==> config.mk <==
export PLATFORM = sky130hd
export DESIGN_NAME = pulse_seq_gen
export DESIGN_NICKNAME = d
export VERILOG_FILES = /design/src/rtl/pulse_seq_pkg.sv /design/src/rtl/pulse_seq_gen_phase_timer.sv /design/src/rtl/pulse_seq_gen.sv
export SDC_FILE = /design/constraint.sdc
export NUM_CORES = 1
export LEC_CHECK = 0
export BUFFER_PORTS_ARGS = -buffer_cell sky130_fd_sc_hd__buf_2
export CAP_MARGIN = 20
export CORE_MARGIN = 5
export CORE_UTILIZATION = 30
export CTS_BUF_LIST = sky130_fd_sc_hd__clkbuf_16
export DETAILED_ROUTE_END_ITERATION = 7
export SYNTH_ARGS = -nofsm -noshare
export SYNTH_HDL_FRONTEND = slang
export SYNTH_SLANG_ARGS = --single-unit
==> constraint.sdc <==
create_clock -name clk -period 7.6 [get_ports clk]
set_clock_uncertainty 0.2 [all_clocks]
set_input_delay 0 -clock clk [delete_from_list [all_inputs] [get_ports clk]]
set_output_delay 0 -clock clk [all_outputs]
set_load 0.01 [all_outputs]
==> src/rtl/pulse_seq_pkg.sv <==
// Shared phase codes and system-mode constants for the pulse sequencer and the
// switch controllers that consume its pulse_state bus.
package pulse_seq_pkg;

    localparam logic [1:0] PS_IDLE  = 2'd0;
    localparam logic [1:0] PS_SETUP = 2'd1;
    localparam logic [1:0] PS_PULSE = 2'd2;
    localparam logic [1:0] PS_GAP   = 2'd3;

    localparam logic [2:0] SYS_TRAIN = 3'd2;

endpackage

==> src/rtl/pulse_seq_gen_phase_timer.sv <==
// Loadable down-counter timing one phase; expire_c is high on the phase's last cycle.
module pulse_seq_gen_phase_timer #(
    parameter int unsigned WIDTH_W = 16
) (
    input  logic               clk,
    input  logic               rst_n,
    input  logic               load,
    input  logic [WIDTH_W-1:0] load_val,
    output logic               expire_c
);

    logic [WIDTH_W-1:0] cnt_q;

    always_ff @(posedge clk or negedge rst_n) begin
        if (!rst_n) begin
            cnt_q <= '0;
        end else if (load) begin
            cnt_q <= load_val;
        end else if (cnt_q != '0) begin
            cnt_q <= cnt_q - WIDTH_W'(1);
        end
    end

    assign expire_c = (cnt_q == WIDTH_W'(1));

endmodule

==> src/rtl/pulse_seq_gen.sv <==
// Programming-pulse train generator: SETUP / PULSE / GAP phases repeated pulse_num times.
// Optional sticky abort flag output enabled by PULSE_SEQ_GEN_ABORT_FLAG_EN.
module pulse_seq_gen
    import pulse_seq_pkg::*;
#(
    parameter int unsigned SETUP_CYC = 4,
    parameter int unsigned WIDTH_W   = 16,
    parameter int unsigned CNT_W     = 8
) (
    input  logic               clk,
    input  logic               rst_n,
    input  logic               key_state,
    input  logic [2:0]         system_state,
    input  logic               start,
    input  logic [WIDTH_W-1:0] pulse_width,
    input  logic [WIDTH_W-1:0] gap_width,
    input  logic [CNT_W-1:0]   pulse_num,
    output logic [1:0]         pulse_state,
    output logic               busy,
    output logic               done,
    output logic [CNT_W-1:0]   pulse_idx
`ifdef PULSE_SEQ_GEN_ABORT_FLAG_EN
    ,
    output logic               aborted
`endif
);

    typedef enum logic [2:0] {
        ST_IDLE,
        ST_SETUP,
        ST_PULSE,
        ST_GAP,
        ST_DONE
    } state_e;

    state_e             state_q, state_d;
    logic [WIDTH_W-1:0] pw_q, gw_q;
    logic [CNT_W-1:0]   num_q;
    logic               run_ok_c;
    logic               accept_c, abort_c, idx_inc_c, more_c;
    logic               load_c, expire_c;
    logic [WIDTH_W-1:0] load_val_c;
    logic [1:0]         ps_d;

    // Zero-length phases still occupy one cycle.
    function automatic logic [WIDTH_W-1:0] at_least_one(input logic [WIDTH_W-1:0] v);
        return (v == '0) ? WIDTH_W'(1) : v;
    endfunction

    assign run_ok_c = key_state && (system_state == SYS_TRAIN);
    assign more_c   = ({1'b0, pulse_idx} + (CNT_W + 1)'(1)) < {1'b0, num_q};

    pulse_seq_gen_phase_timer #(.WIDTH_W(WIDTH_W)) u_timer (
        .clk      (clk),
        .rst_n    (rst_n),
        .load     (load_c),
        .load_val (load_val_c),
        .expire_c (expire_c)
    );

    always_ff @(posedge clk or negedge rst_n) begin
        if (!rst_n) begin
            state_q <= ST_IDLE;
        end else begin
            state_q <= state_d;
        end
    end

    // Next state, phase-timer reload and control strobes.
    always_comb begin
        state_d    = state_q;
        load_c     = 1'b0;
        load_val_c = '0;
        accept_c   = 1'b0;
        abort_c    = 1'b0;
        idx_inc_c  = 1'b0;
        case (state_q)
            ST_IDLE: begin
                if (start && run_ok_c) begin
                    accept_c = 1'b1;
                    if (pulse_num != '0) begin
                        state_d    = ST_SETUP;
                        load_c     = 1'b1;
                        load_val_c = WIDTH_W'(SETUP_CYC);
                    end else begin
                        state_d = ST_DONE;
                    end
                end
            end
            ST_SETUP: begin
                if (expire_c) begin
                    state_d    = ST_PULSE;
                    load_c     = 1'b1;
                    load_val_c = pw_q;
                end
            end
            ST_PULSE: begin
                if (expire_c) begin
                    state_d    = ST_GAP;
                    load_c     = 1'b1;
                    load_val_c = gw_q;
                end
            end
            ST_GAP: begin
                if (expire_c) begin
                    if (more_c) begin
                        state_d    = ST_SETUP;
                        idx_inc_c  = 1'b1;
                        load_c     = 1'b1;
                        load_val_c = WIDTH_W'(SETUP_CYC);
                    end else begin
                        state_d = ST_DONE;
                    end
                end
            end
            ST_DONE: state_d = ST_IDLE;
            default: state_d = ST_IDLE;
        endcase
        // Losing the enable or leaving training mode overrides everything else.
        if (state_q != ST_IDLE && !run_ok_c) begin
            state_d   = ST_IDLE;
            abort_c   = 1'b1;
            load_c    = 1'b0;
            idx_inc_c = 1'b0;
        end
    end

    always_comb begin
        ps_d = PS_IDLE;
        case (state_d)
            ST_SETUP: ps_d = PS_SETUP;
            ST_PULSE: ps_d = PS_PULSE;
            ST_GAP:   ps_d = PS_GAP;
            ST_DONE:  ps_d = PS_GAP;
            default:  ps_d = PS_IDLE;
        endcase
    end

    always_ff @(posedge clk or negedge rst_n) begin
        if (!rst_n) begin
            pw_q  <= '0;
            gw_q  <= '0;
            num_q <= '0;
        end else if (accept_c) begin
            pw_q  <= at_least_one(pulse_width);
            gw_q  <= at_least_one(gap_width);
            num_q <= pulse_num;
        end
    end

    // Outputs registered from the next-state decode so they track state_q exactly.
    always_ff @(posedge clk or negedge rst_n) begin
        if (!rst_n) begin
            pulse_state <= PS_IDLE;
            busy        <= 1'b0;
            done        <= 1'b0;
            pulse_idx   <= '0;
        end else begin
            pulse_state <= ps_d;
            busy        <= (state_d != ST_IDLE);
            done        <= (state_d == ST_DONE);
            if (accept_c || abort_c) begin
                pulse_idx <= '0;
            end else if (idx_inc_c) begin
                pulse_idx <= pulse_idx + CNT_W'(1);
            end
        end
    end

`ifdef PULSE_SEQ_GEN_ABORT_FLAG_EN
    always_ff @(posedge clk or negedge rst_n) begin
        if (!rst_n) begin
            aborted <= 1'b0;
        end else if (abort_c) begin
            aborted <= 1'b1;
        end else if (accept_c) begin
            aborted <= 1'b0;
        end
    end
`endif

endmodule

# == Yosys cells after proc, flatten, opt, wreduce, memory -nomap -nowiden ==
# Cells that the tools add are included.
# W data, S select, Z words.
# word_totals
register_bits,71
input_bits,47
out_inout_bits,12
wordCells,72
# op_classes
n_addsub,3
order_cmp,1
n_eq_ne,9
muxes,34
n_reduce_logical,16
# op_table
operator,n
$mux W16,6
$pmux W16 S4,1
$mux W3,11
$logic_not A16 Y1,2
$eq A16 B1 Y1 const B,1
$mux W8,2
$reduce_bool A16 Y1,1
$sub A16 B1 Y16 const B,1
$eq A3 B2 Y1 const B,5
$pmux W3 S4,1
$mux W1,11
$add A8 B1 Y9 const B,1
$lt A9 B8 Y1,1
$add A8 B1 Y8 const B,1
$reduce_bool A8 Y1,1
$eq A3 B1 Y1 const B,2
$pmux W2 S3,1
$reduce_bool A3 Y1,2
$reduce_bool A2 Y1,2
$reduce_or A2 Y1,2
$eq A3 B3 Y1 const B,1
$logic_and A1 B1 Y1,3
$logic_not A3 Y1,1
$pmux W1 S3,1
other kinds (2),2

# == Longest topological paths before layout ==
# logic_depth
word_depth,9
mapped_depth,12
depth_no_buf,11

# == Cells and area by module ==
# From an unflattened synthesis, not the netlist that was laid out.
# hier_totals
cells_unflattened,421
area_unflattened_um2,3867.5
# by_module_without_submodules
module,instances,cells_per_inst,area_per_inst_um2,seq_area_each_um2
pulse_seq_gen,1,301,2767.7,1376.3
pulse_seq_gen_phase_timer,1,120,1099.8,400.4

# == Least setup slack after synthesis ==
# No wires, ideal clock.
# synth_timing
path_type,reg-to-reg
startpoint,register pulse_idx[0]
endpoint,register u_timer.cnt_q[11]
setup_ns,0.079
arrival_ns,3.002
required_time_ns,7.321
path_slack_ns,4.318
path_stages_with_launch,12
path_buffers,1
synth_period_minus_slack_ns,3.282
path_cell_list,dfrtp_1 > ha_1 > and3_1 > and3_1 > xor2_1 > ha_1 > nand3_1 > o311ai_4 > nor2_1 > a21oi_2 > buf_4 > mux2i_1
# synth_via
elab_chain_len,7
word_cells_on_any_way,8
classes_between,1 x add/sub; 1 x order compare; 5 x mux; 1 x reduce/logical
# synth_rtl
element,line_no,rtl
from (decl),pulse_seq_gen.sv:21,output logic [CNT_W-1:0] pulse_idx
from (signal assigned),pulse_seq_gen.sv:165,pulse_idx <= pulse_idx + CNT_W'(1);
$add A8 B1 Y9 *,pulse_seq_gen.sv:51,"assign more_c = ({1'b0, pulse_idx} + (CNT_W + 1)'(1)) < {1'b0, num_q};"
$lt A9 B8 Y1 *,pulse_seq_gen.sv:51,
$mux W1 *,pulse_seq_gen.sv:106,if (more_c) begin
$mux W1 *,pulse_seq_gen.sv:105,if (expire_c) begin
$pmux W1 S3 *,pulse_seq_gen.sv:77,case (state_q)
$mux W1 *,pulse_seq_gen.sv:120,if (state_q != ST_IDLE && !run_ok_c) begin
$mux W16 / $reduce_bool A2 Y1 (equally long branches),--,
to (signal assigned),pulse_seq_gen_phase_timer.sv:18,cnt_q <= load_val;
to (signal assigned),pulse_seq_gen_phase_timer.sv:20,cnt_q <= cnt_q - WIDTH_W'(1);
to (decl),pulse_seq_gen_phase_timer.sv:12,logic [WIDTH_W-1:0] cnt_q;
# Mark *: on every way between the ends. The rest lies on a longest branch, timed or not.
# A chain may end at the register's enable or synchronous reset.

# == Worst setup path after layout ==
# layout_timing
startpoint,register pulse_idx[0]
endpoint,register u_timer.cnt_q[5]
# Same word-level chain as after synthesis.

==> impl_metrics.yaml <==
drt:
  first_pass_iters: 4
  drt_first_iter_violations: 152
  ant_nets: 0
  vias: 2992
  routed_via_density: 4.77
  routedWlPerCell_um: 14.7
  drt_wl_total_um: 9220
  drc: 0
critical_path:
  crit_path_cell_trace: "ha_1, and3_1, and3_1, xor2_1, ha_1, nand3_1, o311ai_4, nor2_1, a21oi_2, mux2_1"
  r2r_start: "pulse_idx[0]"
  rr_endpoint: "u_timer.cnt_q[5]"
  cp_slowest_stage_delay_ps: 850
  path_max_fanout: 15
  worst-setup-path-type: "reg -> reg"
  regToRegSetupSlack_ps: 3630
  rr_worst_depth: 10
  required_ps: 7610
  critPathSlowestCell: "a21oi_2"
  cp-start-kind: "flip-flop"
  end_kind: "flip-flop"
  worstPathArrival_ps: 3980
status:
  status: "finished clean"
synthesis:
  synth_area_leader_cell: "dfrtp_1"
  synth_top_family_by_area: "simple AND/OR/NAND/NOR gates"
  yosys.area.top_type_share_pct: 46.9
  synthSimpleGateAreaFrac_pct: 18.4
  synth-xor-area-share_pct: 5.32
  synth_ff_type: "dfrtp_1"
  synth_compound_area_share_pct: 9.45
  ys_seq_area_share_pct: 46.9
  syn_nets: 404
  synthCells: 347
  synthAdderAreaFrac_pct: 3.30
  syn_area_sq_um: 3790
  ys_ff_latch: 71
  async_flop_share_pct: 100
  synth_mux_area_share_pct: 13.7
  yosysWarnings: 0
  synth.distinct_cells: 52
  syn_area_per_cell_sq_um: 10.9
  synth-edff-count: 0
  ys_top_cells_by_area: "dfrtp_1, mux2_2, mux2i_1"
pwr:
  p_seq_share_pct: 42.1
  comb_power_share_pct: 22.6
  p_per_area_nw_per_um2: 256
  p_int_w: 0.000900
  leakagePower_nw: 2.35
  ir_drop_uv: 151
  clockPowerShare_pct: 35.2
  switching_share_pct: 29.9
  p_sw_w: 0.000384
layout:
  fin_nets: 507
  fillerInstances: 1212
  drive_above_1_share_pct: 27.3
  synthToLayoutAreaGrowth_pct: 32.5
  layout_commonest_cell: "dfrtp_1"
  diodes: 0
  final_cell_mix: "dfrtp_1, buf_2, dlygate4sd3_1"
global_route:
  grt_pass1_wl_um: 15400
  grt_pass1_vias: 3091
  grt.total_usage_pct: 13.0
  antenna_found_initial: 0
  grt_start_max_net_pins: 72
  grt-ovfl-total: 0
timing:
  post-route-period-util_pct: 52.3
  hold_viol_final: 0
  fin_crit_ps: 3970
  slew_violations: 0
  setup_tns_ps: 0
  fmax_mhz: 252
  hold_slack_ps: 43.4
  worstMarginPinSlew_ps: 1060
  setup-violations-final: 0
  rsz0062_at_grt: "false"
  slew-limit-headroom_pct: 29.5
floorplan:
  dieArea_sq_um: 15000
  die_h_um: 122
  initial_utilization_pct: 30.3
  die_x_um: 122
  boundaryPins: 59
  core_area_sq_um: 12500
  num_rows: 41
clock_network:
  htree_levels: 3
  cts_made_buffers: 9
  cts_tree: "done"
  clockBufferDepth: 2
  cts_root_buf: "clkbuf_16"
  clock_sinks: 71
  worst_skew_pair.late_latency_ps: 330
  clkTransAtPathRegs_ps: 60
flow_run:
  maxCapViolCount: 0
placement:
  dp.final_hpwl_um: 6520
  place_congestion: 0.807
  portBuffers: 58
hold_path:
  min_to: "pulse_idx[4]"
  whs_path_depth: 4
  hp-class: "in -> reg"
  hold_path.startpoint: "start"
==> power groups by stage <==
stage          clock [W]  sequential [W]  combinational [W]
6_report        0.000452        0.000541           0.000291
5_1_grt         0.000477        0.000555           0.000331
4_1_cts         0.000459        0.000541           0.000291
3_5_place_dp           0        0.000547           0.000271
3_3_place_gp           0        0.000544           0.000266
2_1_floorplan          0        0.000530           0.000205
==> metrics by stage <==
stage | area, sq um | utilization [%] | instances | setup WS [ps] | total power (W)
4_1_cts | 5010 | 40.0 | 626 | 3610 | 0.00129
3_5_place_dp | 4260 | 34.0 | 567 | 3650 | 0.000818
3_3_place_gp | 4260 | 34.0 | 567 | 3710 | 0.000809
2_1_floorplan | 3790 | - | 347 | 4320 | 0.000735
5_1_grt | 5020 | 40.1 | 627 | 3460 | 0.00136
6_report | 5020 | 40.1 | 627 | 3630 | 0.00128
==> cells in the mapped netlist, drive strengths merged, types with 2 or more instances <==
library cell / number
a21o: 4
a21oi: 13
a22oi: 14
a41oi: 2
and3: 7
buf: 6
clkbuf: 6
dfrtp: 71
ha: 10
inv: 14
mux2: 32
mux2i: 16
nand2: 32
nand2b: 2
nand3: 9
nand4: 2
nand4b: 2
nor2: 23
nor2b: 2
nor3: 11
nor4: 11
nor4b: 6
o21ai: 11
o22ai: 3
xnor2: 12
xor2: 11
==> how the worst max path moves through the flow <==
stage                             from                end  slack (ps)  cells after the start
final                     pulse_idx[0]   u_timer.cnt_q[5]        3630                     10
after global routing      pulse_idx[0]   u_timer.cnt_q[5]        3460                     10
after global placement    pulse_idx[0]   u_timer.cnt_q[5]        3710                     10
after floorplan           pulse_idx[0]  u_timer.cnt_q[11]        4320                     11
after detailed placement  pulse_idx[0]   u_timer.cnt_q[5]        3650                     10
after CTS                 pulse_idx[0]   u_timer.cnt_q[5]        3610                     10
==> final cells by class <==
class,instances,area [sq um],share of cell area (%)
multi-input cells,250,1910,38.0
flip-flops and latches,71,1780,35.4
repair buffers,104,747,14.9
clock buffers,9,225,4.49
well taps,172,215,4.29
clock inverters,7,96.3,1.92
inverters,14,52.6,1.05
==> flip-flops by register name, summed over array words and instances, names as in the netlist, 2 cells and up <==
name / flops
pw_q: 16
num_q: 8
u_timer.cnt_q: 16
gw_q: 16
pulse_idx: 8
state_q: 3
pulse_state: 2
==> cell families after synthesis <==
kind of cell | count (synthesis)
AOI/OAI and AO/OA | 52
xor gates and xnor gates | 23
adders and majority gates | 10
buffers and inverters | 26
DFF | 71
muxes | 48
and+or+nand+nor | 117
==> worst max-delay path, delay by kind of cell, from the launching register on <==
kind | cells | cell delay (ps)
compound gates | 2 | 1400
simple gates | 4 | 720
fa+ha+maj | 2 | 560
flops | 1 | 420
mux | 1 | 380
xor+xnor | 1 | 160
==> routing by layer <==
layer  GRT usage [%]  up-vias  wire [um]
met5               0        -          0
met2            21.2       56       4470
met1            17.1     1466       4310
met4            4.62        0        133
met3            2.63        9        307
li1                -     1461          -
==> repair_timing <==
| item | in CTS | in global routing |
|---|---|---|
| resized for setup | 0 | 0 |
| setup buffers | 0 | 0 |
| hold buffers | 43 | 0 |
| endpoints found under the hold margin | 111 | 0 |
Power figures use the tool's default switching activity.
